`src/rtl/contador_pkg.sv`:
```
// Shared types and constants for the contador_modo counter.
// State encoding is fixed because it is visible to other lab designs.
package contador_pkg;

    typedef enum logic [1:0] {
        StIdle = 2'b00,
        StRun  = 2'b01,
        StSat  = 2'b10
    } state_t;

    localparam logic DirUp    = 1'b1;
    localparam logic DirDown  = 1'b0;
    localparam logic ModeWrap = 1'b1;
    localparam logic ModeSat  = 1'b0;

endpackage

```
`src/rtl/contador_next.sv`:
```
// Combinational next-count calculator for contador_modo.
// Produces the stepped value plus wrap/saturate event flags.
module contador_next
    import contador_pkg::*;
#(
    parameter int unsigned WIDTH = 3
) (
    input  logic [WIDTH-1:0] count,
    input  logic [WIDTH-1:0] max_number,
    input  logic             up_down,
    input  logic             wrap_mode,
    output logic [WIDTH-1:0] next_count,
    output logic             wrap_event,
    output logic             sat_event
);

    logic at_top;
    logic at_bottom;

    // count >= max_number also covers a bound lowered below the current count
    assign at_top    = (count >= max_number);
    assign at_bottom = (count == '0);

    always_comb begin
        next_count = count;
        wrap_event = 1'b0;
        sat_event  = 1'b0;
        if (up_down == DirUp) begin
            if (!at_top) begin
                // count < max_number <= 2^WIDTH-1, so the increment cannot overflow
                next_count = count + 1'b1;
            end else if (wrap_mode == ModeWrap) begin
                next_count = '0;
                wrap_event = 1'b1;
            end else begin
                next_count = max_number;
                sat_event  = 1'b1;
            end
        end else begin
            if (!at_bottom) begin
                next_count = count - 1'b1;
            end else if (wrap_mode == ModeWrap) begin
                next_count = max_number;
                wrap_event = 1'b1;
            end else begin
                next_count = '0;
                sat_event  = 1'b1;
            end
        end
    end

endmodule

```
`src/rtl/contador_modo.sv`:
```
// WIDTH-bit bounded up/down counter with wrap/saturate modes, load and enable.
// Holds the control FSM and all registered outputs.
module contador_modo
    import contador_pkg::*;
#(
    parameter int unsigned      WIDTH       = 3,
    parameter logic [WIDTH-1:0] RESET_VALUE = '0
) (
    input  logic             clock,
    input  logic             reset,
    input  logic             enable,
    input  logic             load,
    input  logic [WIDTH-1:0] load_value,
    input  logic             up_down,
    input  logic             wrap_mode,
    input  logic [WIDTH-1:0] max_number,
    output logic [WIDTH-1:0] count,
    output logic             bigger_than_max,
    output logic             terminal,
    output logic             overflow,
    output logic             saturated
);

    state_t           state_q;
    logic [WIDTH-1:0] count_q;
    logic             terminal_q;
    logic             overflow_q;
    logic             saturated_q;

    logic [WIDTH-1:0] next_count;
    logic             wrap_event;
    logic             sat_event;

    contador_next #(
        .WIDTH(WIDTH)
    ) u_next (
        .count      (count_q),
        .max_number (max_number),
        .up_down    (up_down),
        .wrap_mode  (wrap_mode),
        .next_count (next_count),
        .wrap_event (wrap_event),
        .sat_event  (sat_event)
    );

    always_ff @(posedge clock or posedge reset) begin
        if (reset) begin
            state_q     <= StIdle;
            count_q     <= RESET_VALUE;
            terminal_q  <= 1'b0;
            overflow_q  <= 1'b0;
            saturated_q <= 1'b0;
        end else if (load) begin
            state_q     <= StRun;
            count_q     <= load_value;
            terminal_q  <= 1'b0;
            overflow_q  <= 1'b0;
            saturated_q <= 1'b0;
        end else if (enable) begin
            count_q    <= next_count;
            terminal_q <= wrap_event;
            overflow_q <= overflow_q | wrap_event;
            unique case (state_q)
                // IDLE takes the enabled step on the same edge it leaves
                StIdle, StRun: begin
                    state_q     <= sat_event ? StSat : StRun;
                    saturated_q <= sat_event;
                end
                // Reversing direction or switching to wrap mode clears sat_event
                StSat: begin
                    state_q     <= sat_event ? StSat : StRun;
                    saturated_q <= sat_event;
                end
                default: begin
                    state_q     <= StIdle;
                    saturated_q <= 1'b0;
                end
            endcase
        end else begin
            terminal_q <= 1'b0;
        end
    end

    assign count           = count_q;
    assign bigger_than_max = (count_q > max_number);
    assign terminal        = terminal_q;
    assign overflow        = overflow_q;
    assign saturated       = saturated_q;

endmodule
```
`config.mk`:
```
export PLATFORM = sky130hd
export DESIGN_NAME = contador_modo
export DESIGN_NICKNAME = d
export VERILOG_FILES = /design/src/rtl/contador_pkg.sv /design/src/rtl/contador_next.sv /design/src/rtl/contador_modo.sv
export SDC_FILE = /design/constraint.sdc
export NUM_CORES = 1
export LEC_CHECK = 0
export CAP_MARGIN = 20
export CORE_MARGIN = 3
export CORE_UTILIZATION = 39
export CTS_CLUSTER_SIZE = 30
export DETAILED_ROUTE_END_ITERATION = 8
export PLACE_DENSITY = 0.73
export SLEW_MARGIN = 0
export SYNTH_ARGS = -nofsm -noshare
export SYNTH_HDL_FRONTEND = slang
export SYNTH_SLANG_ARGS = --single-unit
```
`constraint.sdc`:
```
create_clock -name clock -period 4.97 [get_ports clock]
set_clock_uncertainty 0.2 [all_clocks]
set_input_delay 1.491 -clock clock [delete_from_list [all_inputs] [get_ports clock]]
set_output_delay 1.491 -clock clock [all_outputs]
set_load 0.05 [all_outputs]
```
* Word-level counts from Yosys, hierarchy flattened *
Cells that the tools add are included.

operators by class
  add/sub/neg operators = 2
  $mul = 0
  div/mod/pow operators = 0
  $lt $le $gt $ge = 2
  eq/ne operators = 2
  shifts and indexed selects = 0
  multiplexer cells = 26
  bitwise logic cells = 1
  reductions and logical operators = 4

operators by type and width
  kind                 count
  $mux 3               7
  $mux 1               15
  $mux 2               4
  $add 3x1->3 const B  1
  $ge 3x3->1           1
  $gt 3x3->1           1
  $logic_not 3->1      1
  $reduce_or 3->1      1
  $sub 3x1->3 const B  1
  $eq 2x1->1 const B   1
  $eq 2x2->1 const B   1
  $logic_not 2->1      1
  $reduce_bool 2->1    1
  $or 1x1->1           1

word-level totals
  register bits = 8
  bits in latches = 0
  bits in writable memories = 0
  bits in read-only memories = 0
  bits of input ports = 12
  output and inout port bits = 7
  logic and storage cells = 42
  memories = 0

* Longest topological paths before layout *
  word-level depth = 7
  depth in mapped cells = 7

* Hierarchy *
A second synthesis with hierarchy kept.

second synthesis, totals
  cell total of the unflattened synthesis = 75
  area total of the unflattened synthesis = 626.9 µm²

by module, submodules not included
  module         instances  cells each  area an instance (µm²)  sequential area each (µm²)
  contador_modo  1          40          382.9                   175.2
  contador_next  1          35          244.0                   0.0

* Worst setup path before layout *
Ideal clock, no wire load.

  path type = input port to output port
  from = input port max_number[1]
  to = output port bigger_than_max
  arrival = 2.792 ns
  data required time = 3.279 ns
  slack = 0.487 ns
  cell stages on the path = 5
  path buffers = 0
  cell sequence = inv_1 -> ha_1 -> a21o_1 -> a21oi_1 -> a31oi_1

between the ends
  cells in the longest elaborated chain, start to end = 1

RTL lines
  element      line                 text
  from (decl)  contador_modo.sv:16  input logic [WIDTH-1:0] max_number,
  $gt 3x3->1   contador_modo.sv:85  assign bigger_than_max = (count_q > max_number);
  to (decl)    contador_modo.sv:18  output logic bigger_than_max,

No other way between the ends.

* Final worst setup path *
Same ends and word-level chain as after synthesis.

==> results.md <==
- Hold slack: 291.1 ps
- Routed vias/inst: 5.356
- Worst slew margin: 0.6598
- Mapped cell area: 593.1 sq um
- LEAKAGE: 0.0003679 uW
- Reg2reg setup slack: 2900 ps
- Cells after synthesis: 70
- Worst setup margin: 344.8 ps
- Tcrit/Tclk final: 0.9306
- Die height: 45.00 um
- Crit path required time: 3280 ps
- Chip width: 45.00 um
- CTS Buf Count: 3
- Share of cells above drive strength 1: 0.06742
- Ports: 19
- Remaining antenna violation count: 0
- Layout area overhead: 37.55%
- DRC violations left: 0
- Final setup viols: 0
- First-pass GRT wire length: 2373 um
- Dpl hpwl: 1050 um
- WS Path Type: in2out
- Placed Cells: 100
- All-layer global routing usage: 0.1639
- Unrepaired setup endpoints after global routing: no
- Final core occ: 0.5971
- Max FO, Critical Path: 3
- Commonest cells after routing, fill and taps aside: clkdlybuf4s50_1 (17), nand2_1 (8), inv_1 (7), dfrtp_1 (7)
- Slew Limit Fails: 0
- Wire length on met1: 595 um
- Least-Margin Pin Slew: 508.6 ps
- Root buffer cell: clkbuf_4
- Max-Cap Viols: 0
- CP Launch Point: max_number[1]
- #FFs+latches synth: 7
- CTS tree: built
- Highest metal used: met4
- Critical Path AT: 2930 ps
- Bufs on Longest Clock Path: 2
- Yosys warns: 0
- Register area share after synthesis: 0.2954
- Non-Filler Instances: 104
- 1st-pass router iterations: 4
- Maximum clock rate: 216.2 MHz
- Clk Latency, worst-skew pair: 270 ps
- Core area: 0.001366 sq mm
- Crit path capture type: primary output
- Distinct cells, synth: 27
- Met3 WL: 80 um
- Iteration-0 DRC Markers: 5
- H-Tree Depth: 1
- Commonest non-fill, non-tap cell in the layout: clkdlybuf4s50_1
- Die ar.: 0.002025 sq mm
- ANT cells: 0
- Power Density: 286.5 mW/mm^2
- # port buffers: 18
- Worst r2r src: count[2]
- Setup Buffers After CTS: 0
- Total gr overflow: 0
- Vias in the first global route: 551
- Total negative setup slack: 0 ps
- Post-Place Setup Slack: 357.6 ps
- Status: finished, final reports clean
- Max IR drop VDD: 0.1999 mV
- Placer Congestion: 0.7534
- Syn nets: 88
- Count of final hold-check violations: 0
- Cts-stage hold buffer count: 0
- Clock transition at path regs: 50 ps
- HP Start: overflow
- Largest net degree at the start of global routing: 11
- Tightest Hold Check Type: reg2reg
- Crit path launch type: primary input
- Final nets: 108
- Syn Area/Cell: 8.472 sq um
- Antenna violations before repair: 0
- Row cnt: 13
- CTS sink cnt: 7
- Starting Density: 0.4341
- Vias: 557
- Drt wl/cell: 12.97 um
- Final min period: 4625 ps
- Metal2 WL: 648 um
- CTS resizes: 0
- Detailed Route WL: 1349 um
## path summary, 6_finish.rpt
path	end	cells after the start
worst max register to register	state_q[1]	6
worst max-delay path	bigger_than_max	7
worst min register to register	overflow	2
worst min-delay path	overflow	2
max in group asynchronous	overflow	2
min in group asynchronous	state_q[1]	2
## worst max-delay path: stages
cell and delay, ps:
clkdlybuf4s50_1 470, inv_1 60, ha_1 310, a21o_1 120, a21oi_1 60, a31oi_1 250
buf_12 180
## through the flow
step | total power [uW] | cell area, sq um
after floorplan | 142.6 | 593.1
after global placement | 178.9 | 789.5
after detailed placement | 181.0 | 789.5
after CTS | 236.0 | 815.8
after global routing | 250.3 | 815.8
final | 233.7 | 815.8
## logic make-up after synthesis
family                     synth area share
AOI/OAI and AO/OA                    0.2701
xor gates and xnor gates            0.01477
adders and majority gates            0.1266
buffers and inverters               0.06541
DFF                                  0.2954
muxes                               0.03376
and+or+nand+nor                      0.1941
## cells in the mapped netlist
cell type	count	area share
nand2_1	8	0.051
dfrtp_1	7	0.30
inv_1	7	0.044
a21oi_1	6	0.051
ha_1	6	0.13
nor2_1	5	0.032
nand2b_1	4	0.042
nor2b_1	3	0.032
a211oi_1	2	0.025
a31oi_1	2	0.021
clkbuf_1	2	0.013
mux2i_1	2	0.034
o21ai_1	2	0.017
a211o_1	1	0.015
a21o_1	1	0.013
a21o_4	1	0.025
a311o_1	1	0.017
a311oi_1	1	0.015
buf_2	1	0.0084
nand4b_1	1	0.015
nor3_1	1	0.0084
o211ai_1	1	0.013
o21ai_4	1	0.027
o311a_1	1	0.017
o311ai_1	1	0.015
or3b_1	1	0.015
xor2_1	1	0.015
## power by group
part | internal, uW | leakage (uW) | switching (uW)
Sequential | 62.1 | 0.0000866 | 5.64
Clock | 30.8 | 0.0000150 | 23.4
Combinational | 49.4 | 0.000266 | 62.4
Total | 142 | 0.000368 | 91.5
## per-layer routing
layer | global-route usage | vias up
li1 | - | 286
met1 | 0.2005 | 252
met2 | 0.2571 | 15
met3 | 0.07171 | 4
met4 | 0.05263 | 0
met5 | 0 | -
## state kept, by name, indices dropped and copies added (netlist names)
signal / cells
state_q: 2
terminal: 1
count: 3
overflow: 1
## layout make-up
class                   instances  area, sq um
fillers                       136        550.5
flip-flops and latches          7        175.2
well taps                      15        18.77
multi-input cells              53        379.1
repair buffers                 18        190.2
clock buffers                   4        26.28
inverters                       7        26.28
No activity file was read; power rests on OpenSTA's default activity.
==> RTL change 1: new RTL, same settings <==
Re-encode `state_t` (3 states) as one-hot, 3 bits wide.
--- a/src/rtl/contador_pkg.sv
+++ b/src/rtl/contador_pkg.sv
@@ -4,6 +4,6 @@
 
-    typedef enum logic [1:0] {
-        StIdle = 2'b00,
-        StRun  = 2'b01,
-        StSat  = 2'b10
+    typedef enum logic [2:0] {
+        StIdle = 3'b001,
+        StRun  = 3'b010,
+        StSat  = 3'b100
     } state_t;
Behaviour: same outputs for any inputs over 10 cycles, from zero or initial values and one cycle with reset high; not proved beyond that.
==> RTL change 1 against the original RTL <==
- setup slack worse by 130 ps
- combinational power grew 20%
- sequential cell count up 1
- synthesized area up 30%
- wire length increased by 21%
- clock power down 5.2%
- total power is 14% higher
- count of clock-buffer cells in the layout is the same
- worst hold slack better by 28 ps
- cell area grew 22%
- largest cell class unchanged
- largest power group unchanged
==> RTL change 1: results (changes against the original RTL) <==
* Number of remaining DRC errors: 0 (unchanged)
* Number of instances on the worst hold path: 2 (unchanged)
- The count of cells resized by post-cts repair is 0 (unchanged).
- Worst hold slack: 319 ps (+27.9 ps)
- The minimum setup slack after placement was 192 ps (-166 ps).
- The largest voltage drop on the vdd net came to 0.168 mV (-16%).
- The source-to-sink clock delay at the later pin of the worst-skew pair was 250 ps (-20 ps).
- Maximum number of pins on one net before global-route repair: 14 (+3)
* Achievable Freq: 210 MHz (-2.8%)
- Post-synthesis xor/xnor area fraction: 1.14% (-0.34 points)
- Wire length of the first global-routing pass: 2880 um (+21%)
* Worst path arrival time: 3070 ps (+140 ps)
* Compound-gate portion of the synthesized area: 26.1% (-0.87 points)
- Leakage power figure: 0.407 nW (+11%)
* Startpoint of the worst register-to-register path: count[0]
* Adder and majority gate portion of the synthesized area: 9.74% (-2.9 points)
* Placed standard-cell area: 971 sq um (+23%)
- Unique cell type count in the Yosys netlist: 37 (+37%)
* Synthesized netlist net count: 106 (+20%)
- Counting instances in the post-synthesis netlist gives the leading cell types as sky130_fd_sc_hd__a21oi_1, sky130_fd_sc_hd__inv_1, sky130_fd_sc_hd__dfrtp_1.
- The transition time of the tightest slew-check pin is 500 ps (-8.57 ps).
* Biggest area contributors in the synthesized netlist: sky130_fd_sc_hd__dfrtp_1, sky130_fd_sc_hd__ha_1, sky130_fd_sc_hd__a21oi_1
- Starting DRT DRC Count: 4 (-1)
* Worst setup startpoint: max_number[1]
* Tot GR Track Use: 14.6% (-1.8 points)
- Startpoint of the tightest hold check path: overflow
- The layout cell share with drive strength beyond 1 came to 16.8% (+10 points).
* Final-layout fill cell count: 181 (+33%)
- Number of global-route vias before repair: 683 (+24%)
- The global placement routability congestion was 0.793 (+5.2%).
* Sequential cell area fraction in the yosys report: 26.1% (-3.4 points)
* CP Max Fanout: 3 (unchanged)
- The post-detailed-routing wire length was 1630 um (+21%).
- Net total in the final layout: 126 (+17%)
- The reg-to-reg setup timing slack is 3010 ps (+110 ps).
- The worst register-to-register path ends at count[0].
* Routed vias/inst: 5.14 (-4.0%)
* DP HPWL: 1350 um (+29%)
* Run status: finished clean
==> RTL change 1: routing by layer <==
metal  GRT usage [%]  up-vias  wire (um)  share of wire [%]
met5               0        -          0                  0
met4            7.17        0         10               0.61
met3            3.86        2         75                4.6
met1            18.8      310        768                 47
li1                -      352          -                  -
met2            22.4       15        776                 48
==> RTL change 1: cell families (layout without fill, tap and decap cells) <==
family / Yosys count / count (layout)
AOI/OAI and AO/OA: 28 / 28
and+or+nand+nor: 25 / 25
buffers and inverters: 14 / 33
DFF: 8 / 8
adders and majority gates: 6 / 6
muxes: 6 / 6
xor gates and xnor gates: 1 / 1
==> RTL change 1: worst max-delay path, delay by kind of cell <==
kind	cells	cell delay, ps
buffers and inverters	4	780
adders and majority gates	1	300
AOI/OAI and AO/OA	3	490
==> RTL change 1: area by class of cell <==
type / instances / area share [%]
Clock buffer: 4 / 2.63
Inverter: 11 / 4.14
Multi-Input combinational cell: 66 / 50.8
Sequential cell: 8 / 20.2
Tap cell: 25 / 3.14
Timing Repair Buffer: 18 / 19.1
==> RTL change 1: power by group <==
part / total, W / internal (W) / switching, W
Combinational: 0.000134 / 0.0000585 / 0.0000754
Clock: 0.0000514 / 0.0000306 / 0.0000207
Sequential: 0.0000801 / 0.0000714 / 0.00000862
Total: 0.000265 / 0.000161 / 0.000105
==> RTL change 1: per-stage QoR <==
stage / util, % / instances
finish: 55.3 / 132
global route: 55.3 / 132
CTS: 55.3 / 132
detailed placement: 53.9 / 128
global placement: 53.9 / 128
floorplan: - / 88
==> RTL change 2: new RTL, config.mk and constraints unchanged <==
Without the edit above. `WIDTH` is set to 3 in 2 places; all go to 6.
--- a/src/rtl/contador_next.sv
+++ b/src/rtl/contador_next.sv
@@ -5,3 +5,3 @@
 #(
-    parameter int unsigned WIDTH = 3
+    parameter int unsigned WIDTH = 6
 ) (
--- a/src/rtl/contador_modo.sv
+++ b/src/rtl/contador_modo.sv
@@ -5,3 +5,3 @@
 #(
-    parameter int unsigned      WIDTH       = 3,
+    parameter int unsigned      WIDTH       = 6,
     parameter logic [WIDTH-1:0] RESET_VALUE = '0
Ports: changed (resized count, load_value and max_number); port bits go from 19 to 28. No check against the original RTL was run, so the function may have changed too.
==> RTL change 2 against the original RTL <==
- first-iteration DRC count rose to 12 times the old value
- sequential cell count grew 3
- wire length grew 130%
- largest cell class unchanged
- global-route usage increased by 2.7 points
- combinational power grew 94%
- cell area grew 77%
- die area grew 77%
- total power up 76%
- setup slack worse by 120 ps
- synthesized cell count up 110%
- critical path depth stayed put
- synthesized area up 91%
==> RTL change 2: results (changes against the original RTL) <==
- NonClk Buf Share: 20.0% (-3.3 points)
- Compound-gate portion of the synthesized area: 20.8% (-6.2 points)
- The via-per-instance ratio was 5.84 (+9.0%).
- The wire length on met3 came to 246 um (+210%).
* Biggest area contributors in the synthesized netlist: sky130_fd_sc_hd__dfrtp_1, sky130_fd_sc_hd__ha_1, sky130_fd_sc_hd__nand2_1
- The met3 demand-to-capacity share in global routing is 4.10% (-3.1 points).
- Capture point of the worst reg-to-reg path: state_q[0]
- The combinational group share of total power came to 52.8% (+5.0 points).
- Worst path arrival time: 3060 ps (+130 ps)
- The post-synth net total is 176 (+100%).
* Startpoint of the worst register-to-register path: count[0]
- Total area of multi-input combinational cells: 781 sq um (+110%)
* Startpoint of the tightest hold check path: saturated
- Wire length the detailed router placed on met1: 1340 um (+130%)
- Total routed wirelength: 3050 um (+130%)
- Multi-input gate share of the layout cell area: 54.2% (+7.7 points)
- Non-clock buffer instance count of the final layout: 28 (+10)
- The fraction of synthesized area in multiplexers came to 5.32% (+1.9 points).
- The post-placement cell area was 0.00141 sq mm (+78%).
- Starting DRT DRC Count: 61 (+56)
* Horiz. Die Dim: 59.8 um (+33%)
* Clock-cell share of area: 2.52% (-0.70 points)
- Post-synthesis xor/xnor area fraction: 4.65% (+3.2 points)
- #FFs+latches synth: 10 (+3)
- The worst hold margin is 372 ps (+81.2 ps).
- The count of unique library cells instantiated by Yosys was 40 (+48%).
- CP Max Fanout: 4 (+1)
- The met2 routing resource usage after global routing is 31.0% (+5.3 points).
- The minimum setup slack after placement was 227 ps (-130 ps).
* Routability congestion estimate from global placement: 0.811 (+7.7%)
- R2R depth: 7 (+1)
- Clock transition at the register clock pins on the worst setup and hold paths after CTS: 80 ps (+30 ps)
- The total track usage is 19.1% (+2.7 points).
- The per-cell routed wire length is 15.1 um (+16%).
- Leakage power figure: 0.597 nW (+62%)
- Multi-input comb cells: 117 (+120%)
- Worst setup startpoint: max_number[3]
- The reg-to-reg setup timing slack is 2340 ps (-560 ps).
- Cell-internal power: 0.000229 W (+61%)
- Run status: finished clean
* Number of global-route vias before repair: 1181 (+110%)
- Count of input and output buffers: 27 (+9)
- Adder and majority gate portion of the synthesized area: 9.97% (-2.7 points)
- The largest voltage drop on the vdd net came to 0.196 mV (-1.9%).
- The number of flip-flops in the largest register is 6 (+3).
* Wire length on met2: 1430 um (+120%)
- FF/Latch Area: 250 sq um (+43%)
- Sequential cell area fraction in the yosys report: 22.1% (-7.4 points)
* Power in sequential cells: 0.000115 W (+70%)
- The normalized max-slew margin came to 48.5% (-18 points).
- The routing usage on met1 was 25.8% (+5.7 points).
- The largest net degree at the start of global routing is 22 (+11).
- DP HPWL: 2300 um (+120%)
- The largest incremental delay on the critical path came to 540 ps (+70 ps).
* Placed insts: 198 (+98%)
* Wire length of the first global-routing pass: 5240 um (+120%)
RTL change 2: changes by cell type in the layout (fill, tap and decap cells not counted), sizes merged, moves of 5 or more:
cell	change
nand2	+9
nand4	+5
clkdlybuf4s50	+9
a21oi	+5
nor2	+10
inv	+6
RTL change 2: logic make-up after synthesis:
logic type	Yosys count
buffers and inverters	22
adder cells (fa/ha/maj)	9
flip-flops	10
XOR/XNOR	6
AND/OR/NAND/NOR	61
multiplexers	6
AO/OA/AOI/OAI	35
RTL change 2: worst max path at each step:
| stage | end | slack (ps) | depth (start not counted) |
|---|---|---|---|
| 2_1_floorplan | bigger_than_max | 740 | 6 |
| 3_3_place_gp | bigger_than_max | 250 | 7 |
| 3_5_place_dp | bigger_than_max | 230 | 7 |
| 4_1_cts | bigger_than_max | 220 | 7 |
| 5_1_grt | bigger_than_max | 80 | 7 |
| 6_report | bigger_than_max | 220 | 7 |
